### src/rtl/if_stage_fq_pkg.sv
// rtl/if_stage_fq_pkg.sv - shared constants, fetch entry payload type and address-map helper for if_stage_fq
package if_stage_fq_pkg;

   localparam logic [31:0] RESET_PC_DEF = 32'hBFC0_0000;
   localparam logic [7:0]  EXC_ADEL     = 8'h04;

   // Top three VA bits of the unmapped segments; both translate by clearing them.
   localparam logic [2:0]  KSEG0_TAG    = 3'b100;
   localparam logic [2:0]  KSEG1_TAG    = 3'b101;

   // The PC is carried beside this payload because its width follows AW.
   typedef struct packed {
      logic [31:0] inst;
      logic        exc;
      logic [7:0]  exccode;
   } fetch_info_t;

   localparam int INFO_W = $bits(fetch_info_t);

   function automatic logic is_unmapped(input logic [2:0] tag);
      return (tag == KSEG0_TAG) || (tag == KSEG1_TAG);
   endfunction

endpackage

### src/rtl/if_stage_fq_if.sv
// rtl/if_stage_fq_if.sv - fetch-to-decode handshake and inst SRAM port bundle for if_stage_fq
interface if_stage_fq_if #(
   parameter int AW = 32
);
   logic          redirect_valid;
   logic [AW-1:0] redirect_pc;
   logic          ds_allowin;
   logic          fs_to_ds_valid;
   logic [AW-1:0] fs_pc;
   logic [31:0]   fs_inst;
   logic          fs_exc;
   logic [7:0]    fs_exccode;
   logic          inst_sram_en;
   logic [3:0]    inst_sram_wen;
   logic [AW-1:0] inst_sram_addr;
   logic [31:0]   inst_sram_wdata;
   logic [31:0]   inst_sram_rdata;

   modport master (
      input  redirect_valid, redirect_pc, ds_allowin, inst_sram_rdata,
      output fs_to_ds_valid, fs_pc, fs_inst, fs_exc, fs_exccode,
      output inst_sram_en, inst_sram_wen, inst_sram_addr, inst_sram_wdata
   );

   modport slave (
      output redirect_valid, redirect_pc, ds_allowin, inst_sram_rdata,
      input  fs_to_ds_valid, fs_pc, fs_inst, fs_exc, fs_exccode,
      input  inst_sram_en, inst_sram_wen, inst_sram_addr, inst_sram_wdata
   );

endinterface

### src/rtl/if_stage_fq_fetch_fifo.sv
// rtl/if_stage_fq_fetch_fifo.sv - DEPTH-entry fetch queue with push/pop/flush, occupancy count and head data
module if_stage_fq_fetch_fifo #(
   parameter int DEPTH = 4,
   parameter int W     = 8
) (
   input  logic                     clk,
   input  logic                     rst_n,
   input  logic                     flush,
   input  logic                     push,
   input  logic [W-1:0]             push_data,
   input  logic                     pop,
   output logic                     empty,
   output logic [$clog2(DEPTH):0]   count,
   output logic [W-1:0]             head
);

   localparam int PW = $clog2(DEPTH);
   localparam int CW = PW + 1;

   logic [W-1:0]  mem [DEPTH];
   logic [PW-1:0] wr_ptr;
   logic [PW-1:0] rd_ptr;
   logic          full;
   logic          do_pop;
   logic          do_push;

   assign empty   = (count == '0);
   assign full    = (count == CW'(DEPTH));
   assign do_pop  = pop && !empty;
   // At full a push only lands when the head leaves in the same cycle.
   assign do_push = push && (!full || do_pop);
   assign head    = mem[rd_ptr];

   always_ff @(posedge clk or negedge rst_n) begin
      if (!rst_n) begin
         wr_ptr <= '0;
         rd_ptr <= '0;
         count  <= '0;
         for (int i = 0; i < DEPTH; i++) begin
            mem[i] <= '0;
         end
      end else if (flush) begin
         wr_ptr <= '0;
         rd_ptr <= '0;
         count  <= '0;
      end else begin
         if (do_push) begin
            mem[wr_ptr] <= push_data;
            wr_ptr      <= wr_ptr + PW'(1);
         end
         if (do_pop) begin
            rd_ptr <= rd_ptr + PW'(1);
         end
         case ({do_push, do_pop})
            2'b10:   count <= count + CW'(1);
            2'b01:   count <= count - CW'(1);
            default: count <= count;
         endcase
      end
   end

endmodule

### src/rtl/if_stage_fq.sv
// rtl/if_stage_fq.sv - instruction fetch stage: sequential PC, credit-gated SRAM reads, fetch queue to decode.
// Optional perf counters are built when IF_STAGE_PERF_EN is defined.
module if_stage_fq
   import if_stage_fq_pkg::*;
#(
   parameter int            AW       = 32,
   parameter int            DEPTH    = 4,
   parameter logic [AW-1:0] RESET_PC = AW'(RESET_PC_DEF)
) (
   input  logic          clk,
   input  logic          rst_n,
   if_stage_fq_if.master bus
`ifdef IF_STAGE_PERF_EN
   ,
   output logic [31:0]   perf_stall_cnt,
   output logic [31:0]   perf_flush_cnt
`endif
);

   localparam int CW = $clog2(DEPTH) + 1;
   localparam int EW = AW + INFO_W;

   logic [AW-1:0] pc_req;
   logic [AW-1:0] pend_pc;
   logic          inflight;
   logic          exc_pend;
   logic          halted;

   logic          redirect;
   logic [AW-1:0] iss_va;
   logic [AW-1:0] iss_pa;
   logic          aligned;
   logic          halted_eff;
   logic [CW:0]   demand;
   logic          credit_ok;
   logic          issue;
   logic          misalign_take;

   logic          fifo_push;
   logic          fifo_pop;
   logic          fifo_empty;
   logic [CW-1:0] occ;
   fetch_info_t   push_info;
   logic [EW-1:0] push_data;
   logic [EW-1:0] head;
   logic [AW-1:0] head_pc;
   fetch_info_t   head_info;
   logic          fs_valid;

   assign redirect = bus.redirect_valid;
   assign iss_va   = redirect ? bus.redirect_pc : pc_req;
   assign aligned  = (iss_va[1:0] == 2'b00);

   always_comb begin
      iss_pa = iss_va;
      if (is_unmapped(iss_va[31:29])) begin
         iss_pa[31:29] = 3'b000;
      end
   end

   // A redirect discards everything outstanding, so it always sees full credit.
   assign halted_eff = halted && !redirect;
   assign demand     = redirect ? '0
                                : ((CW+1)'(occ) + (CW+1)'(inflight) + (CW+1)'(exc_pend));
   assign credit_ok  = (demand < (CW+1)'(DEPTH));

   assign issue         = !halted_eff && aligned && credit_ok;
   assign misalign_take = !halted_eff && !aligned && credit_ok;

   always_ff @(posedge clk or negedge rst_n) begin
      if (!rst_n) begin
         pc_req   <= RESET_PC;
         pend_pc  <= '0;
         inflight <= 1'b0;
         exc_pend <= 1'b0;
         halted   <= 1'b0;
      end else begin
         inflight <= issue;
         exc_pend <= misalign_take;
         if (issue) begin
            pc_req  <= iss_va + AW'(4);
            pend_pc <= iss_va;
         end else if (misalign_take) begin
            pend_pc <= iss_va;
         end
         if (misalign_take) begin
            halted <= 1'b1;
         end else if (redirect) begin
            halted <= 1'b0;
         end
      end
   end

   // Response and exception never coincide: a misaligned cycle issues nothing.
   always_comb begin
      push_info.inst    = bus.inst_sram_rdata;
      push_info.exc     = 1'b0;
      push_info.exccode = 8'h00;
      if (exc_pend) begin
         push_info.inst    = 32'h0;
         push_info.exc     = 1'b1;
         push_info.exccode = EXC_ADEL;
      end
   end

   assign fifo_push = (inflight || exc_pend) && !redirect;
   assign push_data = {pend_pc, push_info};
   assign fs_valid  = !fifo_empty && !redirect;
   assign fifo_pop  = fs_valid && bus.ds_allowin;

   if_stage_fq_fetch_fifo #(
      .DEPTH (DEPTH),
      .W     (EW)
   ) u_fifo (
      .clk       (clk),
      .rst_n     (rst_n),
      .flush     (redirect),
      .push      (fifo_push),
      .push_data (push_data),
      .pop       (fifo_pop),
      .empty     (fifo_empty),
      .count     (occ),
      .head      (head)
   );

   assign {head_pc, head_info} = head;

   assign bus.fs_to_ds_valid  = fs_valid;
   assign bus.fs_pc           = head_pc;
   assign bus.fs_inst         = head_info.inst;
   assign bus.fs_exc          = head_info.exc;
   assign bus.fs_exccode      = head_info.exccode;

   assign bus.inst_sram_en    = issue && rst_n;
   assign bus.inst_sram_wen   = 4'b0000;
   assign bus.inst_sram_addr  = iss_pa;
   assign bus.inst_sram_wdata = 32'h0;

`ifdef IF_STAGE_PERF_EN
   always_ff @(posedge clk or negedge rst_n) begin
      if (!rst_n) begin
         perf_stall_cnt <= '0;
         perf_flush_cnt <= '0;
      end else begin
         if (fs_valid && !bus.ds_allowin) begin
            perf_stall_cnt <= perf_stall_cnt + 32'd1;
         end
         if (redirect && ((occ != '0) || inflight || exc_pend)) begin
            perf_flush_cnt <= perf_flush_cnt + 32'd1;
         end
      end
   end
`endif

endmodule

### src/flat_wrapper.sv
// flat-port wrapper written by rule: the top's interface ports become plain ports
module if_stage_fq_flat import if_stage_fq_pkg::*;
#(
   parameter int            AW       = 32,
   parameter int            DEPTH    = 4,
   parameter logic [AW-1:0] RESET_PC = AW'(RESET_PC_DEF)
)
  (clk, rst_n, bus_redirect_valid, bus_redirect_pc, bus_ds_allowin, bus_inst_sram_rdata, bus_fs_to_ds_valid, bus_fs_pc, bus_fs_inst, bus_fs_exc, bus_fs_exccode, bus_inst_sram_en, bus_inst_sram_wen, bus_inst_sram_addr, bus_inst_sram_wdata);
  if_stage_fq_if #(.AW(AW)) bus_i ();
  input  logic clk;
  input  logic rst_n;
  input wire logic [$bits(bus_i.redirect_valid)-1:0] bus_redirect_valid;
  input wire logic [$bits(bus_i.redirect_pc)-1:0] bus_redirect_pc;
  input wire logic [$bits(bus_i.ds_allowin)-1:0] bus_ds_allowin;
  input wire logic [$bits(bus_i.inst_sram_rdata)-1:0] bus_inst_sram_rdata;
  output wire logic [$bits(bus_i.fs_to_ds_valid)-1:0] bus_fs_to_ds_valid;
  output wire logic [$bits(bus_i.fs_pc)-1:0] bus_fs_pc;
  output wire logic [$bits(bus_i.fs_inst)-1:0] bus_fs_inst;
  output wire logic [$bits(bus_i.fs_exc)-1:0] bus_fs_exc;
  output wire logic [$bits(bus_i.fs_exccode)-1:0] bus_fs_exccode;
  output wire logic [$bits(bus_i.inst_sram_en)-1:0] bus_inst_sram_en;
  output wire logic [$bits(bus_i.inst_sram_wen)-1:0] bus_inst_sram_wen;
  output wire logic [$bits(bus_i.inst_sram_addr)-1:0] bus_inst_sram_addr;
  output wire logic [$bits(bus_i.inst_sram_wdata)-1:0] bus_inst_sram_wdata;
  assign bus_i.redirect_valid = bus_redirect_valid;
  assign bus_i.redirect_pc = bus_redirect_pc;
  assign bus_i.ds_allowin = bus_ds_allowin;
  assign bus_i.inst_sram_rdata = bus_inst_sram_rdata;
  assign bus_fs_to_ds_valid = bus_i.fs_to_ds_valid;
  assign bus_fs_pc = bus_i.fs_pc;
  assign bus_fs_inst = bus_i.fs_inst;
  assign bus_fs_exc = bus_i.fs_exc;
  assign bus_fs_exccode = bus_i.fs_exccode;
  assign bus_inst_sram_en = bus_i.inst_sram_en;
  assign bus_inst_sram_wen = bus_i.inst_sram_wen;
  assign bus_inst_sram_addr = bus_i.inst_sram_addr;
  assign bus_inst_sram_wdata = bus_i.inst_sram_wdata;
  if_stage_fq #(.AW(AW), .DEPTH(DEPTH), .RESET_PC(RESET_PC)) u_core (.clk(clk), .rst_n(rst_n), .bus(bus_i));
endmodule
### config.mk
export PLATFORM = sky130hd
export DESIGN_NAME = if_stage_fq_flat
export DESIGN_NICKNAME = d
export VERILOG_FILES = /design/src/rtl/if_stage_fq_pkg.sv /design/src/rtl/if_stage_fq_if.sv /design/src/rtl/if_stage_fq_fetch_fifo.sv /design/src/rtl/if_stage_fq.sv /design/src/flat_wrapper.sv
export SDC_FILE = /design/constraint.sdc
export NUM_CORES = 1
export LEC_CHECK = 0
export CAP_MARGIN = 10
export CORE_ASPECT_RATIO = 0.8
export CORE_UTILIZATION = 35
export DETAILED_ROUTE_END_ITERATION = 12
export PLACE_DENSITY = 0.54
export SLEW_MARGIN = 10
export SYNTH_ARGS = -nofsm -noshare
export SYNTH_HDL_FRONTEND = slang
export SYNTH_SLANG_ARGS = --single-unit
### constraint.sdc
create_clock -name clk -period 3.4 [get_ports clk]
set_clock_uncertainty 0.1 [all_clocks]
set_input_delay 0.68 -clock clk [delete_from_list [all_inputs] [get_ports clk]]
set_output_delay 0.68 -clock clk [all_outputs]
set_load 0.1 [all_outputs]
==> results.yml, run 1 <==
outcome:
  status: "complete, no violations"
clock_network:
  htreeDepth: 2
  tritoncts: "built"
  postCtsSetupBuffers: 0
  clock_latency_ns: 0.52
  clock-sinks: 334
  cts_root_buf: "clkbuf_16"
  cts.path.max_buffers: 3
  path_clk_slew_ns: 0.06
  cts_buffers: 37
setup_path:
  arrival_ns: 2.48
  endpoint_kind: "output pin"
  critPathTopFamily: "flip-flops"
  crit_chain: "ha_1, a21o_1, a211oi_1, buf_4, or2_2, and3_1, buf_12"
  cp_max_fo: 7
  rr_worst_depth: 7
  timing.rr.start: "u_core.exc_pend"
  cp.required_ns: 2.62
  cp-start-kind: "flip-flop"
  path_class: "reg -> out"
  worst-path-buf-inv: 2
  critPathSlowestCell: "dfrtp_1"
  startpoint: "u_core.u_fifo.count[0]"
  cp.depth: 7
  cp_slowest_stage_delay_ns: 0.47
die:
  start_util: 0.3551
  die_h_um: 192.0
  dieArea_um2: 45960
  core_area_um2: 44460
  num_rows: 69
  dieWidth_um: 239.4
  pin_count: 211
detailed_routing:
  drtAntennaViolNets: 0
  drt_wl_total_um: 38630
  viasPerCell: 4.860
  dr_total_vias: 10095
  drtIter0Drc: 594
  dr.pass1.iters: 5
  wire_per_inst_um: 18.60
  drc: 0
logic_synthesis:
  synth_area_per_cell_um2: 12.05
  synth-async-reset-ratio: 1.000
  synth_edf_count: 0
  synth_cells: 1310
  synth.area.top_cells: "dfrtp_1 (52%), mux2_2 (12%), mux4_2 (9.3%)"
  synth.most_common_cell: "dfrtp_1"
  yosysTopAreaCellShare: 0.5152
  synth_top_cell_by_area: "dfrtp_1"
  ys.flop_type: "dfrtp_1"
  synth_area_um2: 15790
  ys_ff_latch: 334
  ys_seq_area_frac: 0.5302
  ys_types: 56
  synth_warnings: 0
  ys_top_cells_by_count: "dfrtp_1 (325), nand2_1 (190), mux2_2 (164), o21ai_0 (161), buf_4 (75)"
final_layout:
  num-nets-final: 1521
  post-route-util: 0.4456
  drive_above_1_share: 0.3121
  syn2layout_area_growth_pct: 25.50
  diodes: 0
  ff_latch_area_um2: 8377
  nFillCells: 4070
  multi_input_area_um2: 6646
  instances_no_fill: 2077
global_route:
  grt_first_pass_wirelength_um: 62130
  antenna_found_initial: 0
  grt_max_degree: 161
  grt-ovfl-total: 0
  grt_pass1_vias: 10500
  grt_usage: 0.1744
timing:
  setup_viol: 0
  tns_ns: 0
  finalHoldViolCount: 0
  tightest_slew_ns: 0.9434
  fmax_mhz: 306.7
  min_period_over_period: 0.9589
  rsz0062_at_grt: "no"
  slew_violations: 0
  period_needed_ns: 3.260
  slew_headroom: 0.3711
placed_design:
  gp_congestion: 0.7614
  hpwl_um: 25700
  dp.cells: 2009
  io_buffers: 167
min_path:
  hold_depth: 2
  hold_path_startpoint: "u_core.u_fifo.mem[241]"
  min_path_type: "reg -> reg"
pwr:
  total_power_mw: 21.06
  peakVddDrop_uv: 677.9
  power_density_nw_per_um2: 1063
  leakagePower_nw: 8.746
job:
  maxCapViolCount: 0
==> cell type report <==
cell class,count,area share
tap,603,0.03808
sequential,334,0.4228
timing repair buffer,206,0.1379
clock inverter,11,0.005684
inverter,21,0.003979
multi-input combinational,846,0.3355
clock buffer,56,0.05602
==> what timing repair did <==
| item | 4_1_cts | 5_1_grt |
|---|---|---|
| hold buffers | 1 | 0 |
| hold endpoints to repair | 39 | 0 |
| gates resized for setup | 0 | 0 |
==> metal layers <==
metal / up-vias / part of all wire / track usage
li1: 4744 / - / -
met1: 5140 / 0.48 / 0.2514
met2: 171 / 0.46 / 0.2762
met3: 40 / 0.042 / 0.03076
met4: 0 / 0.012 / 0.03304
met5: - / 0 / 0
==> stage by stage <==
stage / setup WS, ns / hold slack (ns) / instance area [um2]
global route: 0.01205 / 0.3918 / 19810
detailed placement: 0.2097 / 0.3661 / 18580
global placement: 0.2950 / 0.3563 / 18580
floorplan: -0.3315 / 0.2844 / 15950
finish: 0.1398 / 0.3740 / 19810
CTS: 0.1075 / 0.3794 / 19810
==> flip-flops by register name, summed over array words and instances, names as in the netlist, 2 cells and up <==
signal	cells
u_core.u_fifo.rd_ptr	2
u_core.u_fifo.mem	260
u_core.u_fifo.wr_ptr	2
u_core.pc_req	32
u_core.u_fifo.count	3
u_core.pend_pc	32
==> kinds of logic after synthesis <==
group	Yosys count	synth area share
compound gates	204	0.07006
flops	334	0.5302
xor+xnor	30	0.01664
buf+inv	172	0.06174
other cells	1	0.0002375
fa+ha+maj	7	0.006024
simple gates	317	0.09527
mux	245	0.2199
==> cell usage in the layout, fill, tap and decap left out, drive strengths merged, types with 9 or more instances in the layout <==
| cell type | count |
|---|---|
| dfrtp | 325 |
| nand2 | 190 |
| mux2 | 164 |
| o21ai | 163 |
| buf | 140 |
| mux4 | 65 |
| clkdlybuf4s50 | 65 |
| clkbuf | 56 |
| conb | 43 |
| nor2 | 37 |
| nand2b | 36 |
| xnor2 | 23 |
| inv | 23 |
| a21oi | 19 |
| mux2i | 16 |
| nand3 | 16 |
| dfstp | 9 |
| nor3 | 9 |
==> power breakdown <==
part           leakage, nW  switching (mW)  internal, mW
clock network        0.607            1.62          2.41
registers             4.21           0.965          5.62
logic                 3.93            6.73          3.71
total                 8.75            9.32          11.7
==> worst min-delay path: cells and delay by family, from the launching register on <==
kind | cells | cell delay [ns]
DFF | 1 | 0.34
AOI/OAI and AO/OA | 1 | 0.06
and+or+nand+nor | 1 | 0.04
==> final timing paths <==
check,to,slack [ns]
max in group asynchronous,u_core.u_fifo.mem[123],1.40
worst min register to register,u_core.u_fifo.mem[241],0.37
worst max-delay path,bus_inst_sram_en,0.14
min in group asynchronous,u_core.u_fifo.mem[160],0.56
worst max register to register,u_core.u_fifo.mem[109],0.54
worst min-delay path,u_core.u_fifo.mem[241],0.37
Power figures use the tool's default switching activity.
==> run 2, diff against run 1 <==
--- a/config.mk
+++ b/config.mk
@@ -10,7 +10,7 @@
 export CORE_UTILIZATION = 35
 export DETAILED_ROUTE_END_ITERATION = 12
 export PLACE_DENSITY = 0.54
-export SLEW_MARGIN = 10
+export SLEW_MARGIN = 20
 export SYNTH_ARGS = -nofsm -noshare
 export SYNTH_HDL_FRONTEND = slang
 export SYNTH_SLANG_ARGS = --single-unit
==> results of run 2 <==
The final DEF is identical to that of run 1; final timing and power are the same.
